===== config.mk =====
export PLATFORM = sky130hd
export DESIGN_NAME = updown_mod_counter_flat
export DESIGN_NICKNAME = d
export VERILOG_FILES = /design/src/rtl/updown_mod_counter_pkg.sv /design/src/rtl/updown_mod_counter_if.sv /design/src/rtl/updown_mod_counter_tick_prescaler.sv /design/src/rtl/updown_mod_counter.sv /design/src/flat_wrapper.sv
export SDC_FILE = /design/constraint.sdc
export NUM_CORES = 1
export LEC_CHECK = 0
export CAP_MARGIN = 0
export CORE_MARGIN = 2
export CORE_UTILIZATION = 55
export CTS_CLUSTER_DIAMETER = 30
export DETAILED_ROUTE_END_ITERATION = 10
export PLACE_DENSITY = 0.86
export SYNTH_ARGS = -nofsm -noshare
export SYNTH_HDL_FRONTEND = slang
export SYNTH_SLANG_ARGS = --single-unit

===== constraint.sdc =====
create_clock -name clk -period 5.6 [get_ports clk]
set_input_delay 1.12 -clock clk [delete_from_list [all_inputs] [get_ports clk]]
set_output_delay 1.12 -clock clk [all_outputs]
set_load 0.02 [all_outputs]

===== src/rtl/updown_mod_counter_pkg.sv =====
// Shared types and helpers for the up/down modulo counter.
// Width/digit derivation and binary-to-BCD conversion.
package updown_mod_counter_pkg;

    typedef enum logic {DIR_DN = 1'b0, DIR_UP = 1'b1} dir_t;

    // Bits needed to hold 0..v.
    function automatic int clog2_w(input int v);
        int w;
        w = 1;
        while ((1 << w) < v + 1) w++;
        return w;
    endfunction

    // Decimal digits needed to show v.
    function automatic int ndig(input int v);
        int d;
        int x;
        d = 1;
        x = v;
        while (x >= 10) begin
            x = x / 10;
            d++;
        end
        return d;
    endfunction

    // Double-dabble into up to 8 digits; digits >= nd are zeroed.
    function automatic logic [31:0] bin2bcd(input logic [31:0] value,
                                            input int nd);
        logic [63:0] sh;
        logic [31:0] res;
        sh = {32'd0, value};
        for (int i = 0; i < 32; i++) begin
            for (int d = 0; d < 8; d++) begin
                if (sh[32+4*d +: 4] >= 4'd5)
                    sh[32+4*d +: 4] = sh[32+4*d +: 4] + 4'd3;
            end
            sh = sh << 1;
        end
        res = sh[63:32];
        for (int d = 0; d < 8; d++) begin
            if (d >= nd) res[4*d +: 4] = 4'd0;
        end
        return res;
    endfunction

endpackage


===== src/rtl/updown_mod_counter_if.sv =====
// Control/status bundle of the up/down modulo counter.
// master drives start/ud/clear/load/load_val; slave returns count/bcd/flags.
interface updown_mod_counter_if
    import updown_mod_counter_pkg::*;
#(
    parameter int MAX_VAL = 99
);
    localparam int W    = clog2_w(MAX_VAL);
    localparam int NDIG = ndig(MAX_VAL);

    logic            start;
    logic            ud;
    logic            clear;
    logic            load;
    logic [W-1:0]    load_val;
    logic [W-1:0]    count;
    logic [4*NDIG-1:0] bcd;
    logic            tick;
    logic            tc;
    logic            at_max;
    logic            at_zero;

    modport master (
        output start, ud, clear, load, load_val,
        input  count, bcd, tick, tc, at_max, at_zero
    );

    modport slave (
        input  start, ud, clear, load, load_val,
        output count, bcd, tick, tc, at_max, at_zero
    );

endinterface


===== src/rtl/updown_mod_counter_tick_prescaler.sv =====
// Free-running divider: tick pulses once every CLK_DIV cycles while en=1.
// Ports: clk, reset_n (async low), en, restart (sync zero), tick.
module tick_prescaler #(
    parameter int CLK_DIV = 12_000_000
) (
    input  logic clk,
    input  logic reset_n,
    input  logic en,
    input  logic restart,
    output logic tick
);
    localparam int PW = $clog2(CLK_DIV);
    localparam logic [PW-1:0] LAST = PW'(CLK_DIV - 1);

    logic [PW-1:0] cnt_q;
    logic          at_last;

    assign at_last = (cnt_q == LAST);
    assign tick    = en & at_last;

    always_ff @(posedge clk or negedge reset_n) begin
        if (!reset_n)
            cnt_q <= '0;
        else if (!en || restart || at_last)
            cnt_q <= '0;
        else
            cnt_q <= cnt_q + 1'b1;
    end

endmodule


===== src/rtl/updown_mod_counter.sv =====
// Up/down modulo counter 0..MAX_VAL with prescaled stepping, wrap/saturate.
// Ports: clk, reset_n (async low), bus (slave): controls in, count/bcd/tick/tc/at_max/at_zero out.
module updown_mod_counter
    import updown_mod_counter_pkg::*;
#(
    parameter int CLK_DIV = 12_000_000,
    parameter int MAX_VAL = 99,
    parameter int WRAP    = 1
) (
    input  logic clk,
    input  logic reset_n,
    updown_mod_counter_if.slave bus
);
    localparam int W    = clog2_w(MAX_VAL);
    localparam int NDIG = ndig(MAX_VAL);
    localparam logic [W-1:0] MAX_W = W'(MAX_VAL);

    logic [W-1:0] count_q;
    logic [W-1:0] count_d;
    logic         tc_q;
    logic         tc_d;
    logic         tick;
    logic         step;
    logic         at_max;
    logic         at_zero;
    logic [W-1:0] load_clamped;
    logic [31:0]  bcd_full;
    dir_t         dir;

    tick_prescaler #(
        .CLK_DIV (CLK_DIV)
    ) u_presc (
        .clk     (clk),
        .reset_n (reset_n),
        .en      (bus.start),
        .restart (bus.clear | bus.load),
        .tick    (tick)
    );

    assign step    = bus.start & tick;
    assign at_max  = (count_q == MAX_W);
    assign at_zero = (count_q == '0);
    assign dir     = bus.ud ? DIR_UP : DIR_DN;

    assign load_clamped = (bus.load_val > MAX_W) ? MAX_W : bus.load_val;

    always_comb begin
        count_d = count_q;
        tc_d    = 1'b0;
        if (bus.clear) begin
            count_d = (dir == DIR_UP) ? '0 : MAX_W;
        end else if (bus.load) begin
            count_d = load_clamped;
        end else if (step) begin
            unique case (dir)
                DIR_UP: begin
                    if (at_max) begin
                        tc_d    = 1'b1;
                        count_d = (WRAP != 0) ? '0 : count_q;
                    end else begin
                        count_d = count_q + 1'b1;
                    end
                end
                DIR_DN: begin
                    if (at_zero) begin
                        tc_d    = 1'b1;
                        count_d = (WRAP != 0) ? MAX_W : count_q;
                    end else begin
                        count_d = count_q - 1'b1;
                    end
                end
                default: ;
            endcase
        end
    end

    always_ff @(posedge clk or negedge reset_n) begin
        if (!reset_n) begin
            count_q <= '0;
            tc_q    <= 1'b0;
        end else begin
            count_q <= count_d;
            tc_q    <= tc_d;
        end
    end

    assign bcd_full    = bin2bcd(32'(count_q), NDIG);
    assign bus.bcd     = bcd_full[4*NDIG-1:0];
    assign bus.count   = count_q;
    assign bus.tick    = tick;
    assign bus.tc      = tc_q;
    assign bus.at_max  = at_max;
    assign bus.at_zero = at_zero;

endmodule


===== src/flat_wrapper.sv =====
// flat-port wrapper written by rule: the top's interface ports become plain ports
module updown_mod_counter_flat import updown_mod_counter_pkg::*;
#(
    parameter int CLK_DIV = 12_000_000,
    parameter int MAX_VAL = 99,
    parameter int WRAP    = 1
)
  (clk, reset_n, bus_start, bus_ud, bus_clear, bus_load, bus_load_val, bus_count, bus_bcd, bus_tick, bus_tc, bus_at_max, bus_at_zero);
  updown_mod_counter_if #(.MAX_VAL(MAX_VAL)) bus_i ();
  input  logic clk;
  input  logic reset_n;
  input wire logic [$bits(bus_i.start)-1:0] bus_start;
  input wire logic [$bits(bus_i.ud)-1:0] bus_ud;
  input wire logic [$bits(bus_i.clear)-1:0] bus_clear;
  input wire logic [$bits(bus_i.load)-1:0] bus_load;
  input wire logic [$bits(bus_i.load_val)-1:0] bus_load_val;
  output wire logic [$bits(bus_i.count)-1:0] bus_count;
  output wire logic [$bits(bus_i.bcd)-1:0] bus_bcd;
  output wire logic [$bits(bus_i.tick)-1:0] bus_tick;
  output wire logic [$bits(bus_i.tc)-1:0] bus_tc;
  output wire logic [$bits(bus_i.at_max)-1:0] bus_at_max;
  output wire logic [$bits(bus_i.at_zero)-1:0] bus_at_zero;
  assign bus_i.start = bus_start;
  assign bus_i.ud = bus_ud;
  assign bus_i.clear = bus_clear;
  assign bus_i.load = bus_load;
  assign bus_i.load_val = bus_load_val;
  assign bus_count = bus_i.count;
  assign bus_bcd = bus_i.bcd;
  assign bus_tick = bus_i.tick;
  assign bus_tc = bus_i.tc;
  assign bus_at_max = bus_i.at_max;
  assign bus_at_zero = bus_i.at_zero;
  updown_mod_counter #(.CLK_DIV(CLK_DIV), .MAX_VAL(MAX_VAL), .WRAP(WRAP)) u_core (.clk(clk), .reset_n(reset_n), .bus(bus_i));
endmodule

## Word level (Yosys, flattened, before mapping)

Index checks and enable logic that the tools add are counted.

- Register bits after elaboration: 32
- Input bits: 13
- Output and inout port bits: 19
- Logic and storage cells: 67

- Add/sub/neg operators: 14
- Order comparisons: 12
- Equality and inequality tests: 2
- Muxes and demuxes: 27
- Bitwise operators: 4
- Reductions and logical operators: 5

Operator list:

| cell | count |
|---|---|
| 7-bit 2-to-1 mux | 7 |
| 4-bit by 3-bit greater-or-equal comparator with 1-bit output (second input constant) | 9 |
| 24-bit by 1-bit adder with 24-bit output (second input constant) | 1 |
| 24-bit equality test (second input constant) | 1 |
| 24-bit 2-to-1 mux | 1 |
| 4-bit 2-to-1 mux | 6 |
| 4-bit by 2-bit adder with 4-bit output (second input constant) | 5 |
| 3-bit 2-to-1 mux | 5 |
| 7-bit case mux with 2 select lines | 1 |
| 3-bit by 2-bit adder with 3-bit output (second input constant) | 4 |
| 7-bit by 1-bit adder with 7-bit output (second input constant) | 1 |
| 7-bit equality test (second input constant) | 1 |
| 7-bit > comparator (second input constant) | 1 |
| 7-bit logical NOT | 1 |
| 7-bit by 1-bit subtractor with 7-bit output (second input constant) | 1 |
| 1-bit by 2-bit adder with 3-bit output (second input constant) | 2 |
| 1-bit by 3-bit greater-or-equal comparator with 1-bit output (second input constant) | 2 |
| 1-bit 2-to-1 mux | 6 |
| 3-bit nonzero test | 1 |
| 1-bit bitwise AND | 2 |
| 1-bit logical OR | 2 |
| 1-bit case mux with 2 select lines | 1 |
| 1-bit logical NOT | 1 |
| 1-bit inverter | 1 |
| 1-bit bitwise OR | 1 |

## Longest topological paths before layout

- Depth in word-level cells: 12
- Gate-level depth with buffers: 19
- Gate-level depth less buffers: 19

## By module

From an unflattened synthesis, not the netlist that was laid out.

- Cells, all modules: 332
- Area, all modules: 2722.6 µm²

Modules (own cells, without submodules):

| module | times used | cells an instance | area each (µm²) |
|---|---|---|---|
| updown_mod_counter | 1 | 189 | 1411.4 |
| tick_prescaler | 1 | 143 | 1311.3 |

## Least setup slack after synthesis

OpenSTA, ideal clock, no wires.

- Kind: register to output
- Start: reg u_core.count_q[5], in the netlist u_core.bus.count[5]
- End: out bus_bcd[6]
- Data arrival time: 3.696 ns
- Required time: 4.480 ns
- Path slack: 0.784 ns
- Cell stages (with the launch flop): 20
- Path through: dfrtp_1 inv_1 ha_1 o21ai_0 xnor2_1 ha_1 nand2b_1 a32oi_2 xnor2_1 ha_1 nand2b_1 nand2_1 mux2i_1 inv_1 ha_1 inv_1 ha_1 a21oi_1 nor2_1 a21oi_1

- Longest elaborated chain between the ends: 10
- Elaborated cells between the ends (all ways): 24

Ends and longest elaborated chain:

| element | RTL line | RTL |
|---|---|---|
| start: declaration | updown_mod_counter.sv:18 | `logic [W-1:0] count_q;` |
| start signal: assignment | updown_mod_counter.sv:82 | `count_q <= count_d;` |
| 4-bit by 2-bit adder with 4-bit output or 4-bit by 3-bit greater-or-equal comparator with 1-bit output (tied branches) | updown_mod_counter_pkg.sv:37, updown_mod_counter_pkg.sv:36 |  |
| 4-bit 2-to-1 mux (*) | updown_mod_counter_pkg.sv:36 | `if (sh[32+4*d +: 4] >= 4'd5)` |
| 4-bit by 2-bit adder with 4-bit output (tied with other cells) | updown_mod_counter_pkg.sv:37 | `sh[32+4*d +: 4] = sh[32+4*d +: 4] + 4'd3;` |
| 4-bit 2-to-1 mux or 3-bit 2-to-1 mux (tied branches) | updown_mod_counter_pkg.sv:36 |  |
| 4-bit by 2-bit adder with 4-bit output (tied with other cells) | updown_mod_counter_pkg.sv:37 |  |
| 4-bit 2-to-1 mux or 3-bit 2-to-1 mux (tied branches) | updown_mod_counter_pkg.sv:36 |  |
| 4-bit by 2-bit adder with 4-bit output (tied with other cells) | updown_mod_counter_pkg.sv:37 |  |
| 4-bit 2-to-1 mux or 3-bit 2-to-1 mux (tied branches) | updown_mod_counter_pkg.sv:36 |  |
| 4-bit by 3-bit greater-or-equal comparator with 1-bit output or 3-bit by 2-bit adder with 3-bit output (tied branches) | updown_mod_counter_pkg.sv:36, updown_mod_counter_pkg.sv:37 |  |
| 3-bit 2-to-1 mux (*) | updown_mod_counter_pkg.sv:36 |  |
| end: declaration | flat_wrapper.sv:18 | `output wire logic [$bits(bus_i.bcd)-1:0] bus_bcd;` |

Every way passes the cells marked *; elsewhere a longest branch is shown, timed or not.

## Worst setup path in the final report

Same ends and word-level chain as after synthesis.

==> impl_metrics.py <==
metrics = {
    "place": {
        "dp_slack_ns": 0.121,
        "dpl-instance-area_mm2": 0.00276,
        "io_buffer_count": 31,
        "hpwl_mm": 4.03,
        "gp_congestion": 0.909,
        "placed_cells": 369,
    },
    "yosys": {
        "ys_ff_latch": 32,
        "yosys_most_used_dff": "dfrtp_1",
        "synth_async_sr_flop_share": 1.00,
        "synthCells": 295,
        "syn_nets": 323,
        "ys_seq_area_frac": 0.332,
        "synth_enable_flop_cells": 0,
        "ys_types": 50,
        "yosysWarnings": 0,
        "syn-cell-area_mm2": 0.00241,
        "synth_area_per_cell_um2": 8.17,
    },
    "clock_tree": {
        "cts_tree": "yes",
        "cts_num_sinks": 32,
        "cts_buffers": 5,
        "clkSlewWorstSetupHoldPaths_ns": 0.06,
        "ctsHoldBuffers": 0,
        "clk_latency_ns": 0.29,
        "clockBufferDepth": 2,
        "cts-htree-levels": 2,
        "cts_root_buf": "clkbuf_8",
    },
    "global_routing": {
        "grt_pass1_vias": 2186,
        "grt_use_total": 0.243,
        "grtUsageMet3": 0.0476,
        "antenna_found_initial": 0,
        "grt_pass1_wl_mm": 9.62,
        "overflow": 0,
        "use_met1": 0.300,
        "grtUsageMet2": 0.422,
        "grt_start_max_net_pins": 33,
        "busiest_layer": "met2",
    },
    "drt": {
        "drc": 0,
        "drtPass1Iterations": 4,
        "initialDrtViolationCount": 131,
        "antenna_left": 0,
        "num_vias": 2245,
        "vias_per_cell": 5.91,
        "routedWlPerCell_um": 14.9,
        "drt_wl_total_mm": 5.68,
    },
    "timing": {
        "finalHoldViolations": 0,
        "finalSetupViolCount": 0,
        "relSlewSlack": 0.594,
        "layout_min_cycle_time_ns": 5.29,
        "finalMaxSlewViolations": 0,
        "worst_pin_slew_ns": 0.607,
        "max_freq_mhz": 189,
        "finalCritPeriodShare": 0.945,
        "clock-skew-final_ns": 0.00774,
        "hold-worst-slack_ns": 0.474,
        "worst_slack_ns": 0.309,
        "fin_setup_tns_ns": 0,
    },
    "critical_path": {
        "worst_setup_path_start_kind": "flip-flop",
        "timing.rr.end": "u_core.bus.count[5]",
        "crit_top_cell": "ha_1",
        "regToRegSetupSlack_ns": 3.35,
        "end_kind": "output port",
        "crit_slowest_cell": "dfrtp_1",
        "worstPathArrival_ns": 4.17,
        "path_class": "flip-flop to output port",
        "required_ns": 4.48,
        "crit_start": "u_core.bus.count[5]",
        "rr_worst_depth": 8,
        "r2r-start": "u_core.bus.count[2]",
        "critPathMaxStageDelay_ns": 0.45,
        "cp_max_fo": 8,
        "crit_path_cell_trace": "inv_1, ha_1, o21ai_0, xnor2_1, ha_2, nand2b_1, a32oi_4, xnor2_2, ha_1, nand2b_1, nand2_1, mux2i_2, inv_1, ha_1, inv_1, ha_1, a21oi_2, nor2_1, a21oi_1, dlymetal6s2s_1",
    },
    "cells_and_area": {
        "final_cell_mix": "nor2_1 (43), dfrtp_1 (32), nand2_1 (25), clkdlybuf4s50_1 (24), a21oi_1 (18)",
        "drive_gt1_frac": 0.0793,
        "final_cells": 380,
        "postLayoutCellArea_mm2": 0.00293,
        "fin_nets": 355,
        "area_growth_pct": 21.4,
        "fill_cells": 338,
        "final_core_utilization": 0.682,
        "final_common_cell": "nor2_1",
        "antennaDiodeCount": 0,
    },
    "min_path": {
        "min-delay-start": "u_core.u_presc.cnt_q[0]",
        "min_path_cells": 1,
        "min_to": "u_core.u_presc.cnt_q[0]",
        "hp-class": "flip-flop to flip-flop",
    },
    "floorplanning": {
        "die_w_um": 70.2,
        "core-area_mm2": 0.00429,
        "dieHeight_um": 70.2,
        "start_util": 0.561,
        "ioPinCount": 32,
        "rows": 24,
        "die-area_mm2": 0.00493,
    },
    "power_and_ir_drop": {
        "leakagePower_nw": 1.29,
        "p_per_area_mw_per_mm2": 301,
        "p_total_mw": 0.880,
        "ir_drop_mv": 0.194,
    },
    "flow_run": {
        "max-cap-violations": 0,
    },
    "status": {
        "status": "finished clean",
    },
}
==> state kept, by name, indices dropped and copies added, names as in the netlist <==
register and flops:
u_core.bus.count 7, u_core.bus.tc 1, u_core.u_presc.cnt_q 24
==> synth_stat cells, drive strengths merged (5+ instances only) <==
| master | number | area share |
|---|---|---|
| a21oi | 19 | 0.039 |
| a31oi | 5 | 0.013 |
| and3 | 7 | 0.018 |
| clkbuf | 11 | 0.017 |
| dfrtp | 32 | 0.33 |
| ha | 15 | 0.078 |
| inv | 15 | 0.023 |
| mux2i | 5 | 0.022 |
| nand2 | 26 | 0.042 |
| nand3 | 14 | 0.029 |
| nor2 | 43 | 0.067 |
| nor3 | 7 | 0.015 |
| nor4 | 6 | 0.016 |
| o21ai | 14 | 0.029 |
| xnor2 | 12 | 0.044 |
| xor2 | 13 | 0.047 |
==> kinds of logic after synthesis <==
family	Yosys count	synth area share
adders and majority gates	15	0.0778
AOI/OAI and AO/OA	60	0.163
xor gates and xnor gates	25	0.0908
buffers and inverters	27	0.0436
and+or+nand+nor	130	0.265
DFF	32	0.332
muxes	6	0.0270
==> cell type report <==
type                    count  area (µm²)  area share
flip-flops and latches     32         801       0.274
multi-input cells         236        1550       0.529
clock buffers               8        90.1      0.0308
repair buffers             37         365       0.125
well taps                  52        65.1      0.0222
inverters                  15        56.3      0.0192
==> worst max-delay path by stage <==
stage / endpoint / cells past startpoint / slack, ns
2_1_floorplan: bus_bcd[6] / 19 / 0.78
3_3_place_gp: bus_bcd[6] / 20 / 0.40
3_5_place_dp: bus_bcd[6] / 20 / 0.12
4_1_cts: bus_bcd[6] / 19 / 0.003
5_1_grt: bus_bcd[6] / 20 / -0.03
6_report: bus_bcd[6] / 20 / 0.31
==> layer usage <==
layer | part of all wire | vias up
li1 | - | 1093
met1 | 0.45 | 1076
met2 | 0.50 | 64
met3 | 0.039 | 12
met4 | 0.020 | 0
met5 | 0 | -
==> critical path: cells and delay by family (launching register included) <==
family,cells,cell delay (ns)
AOI/OAI and AO/OA,4,0.54
and+or+nand+nor,4,0.48
xor gates and xnor gates,2,0.54
adders and majority gates,5,1.11
buffers and inverters,4,0.50
muxes,1,0.25
DFF,1,0.45
==> repair_timing <==
action / in CTS / in global routing
endpoints found under the hold margin: 0 / 0
resized for setup: 5 / 13
buffers inserted: 1 / 2
pin swaps: 1 / 1
setup endpoints to repair: 3 / 7
==> where the power goes <==
part / internal, mW / switching, mW
sequential: 0.237 / 0.0149
clock: 0.100 / 0.0834
combinational: 0.201 / 0.243
Note: power is estimated with default switching activity, not from simulation.
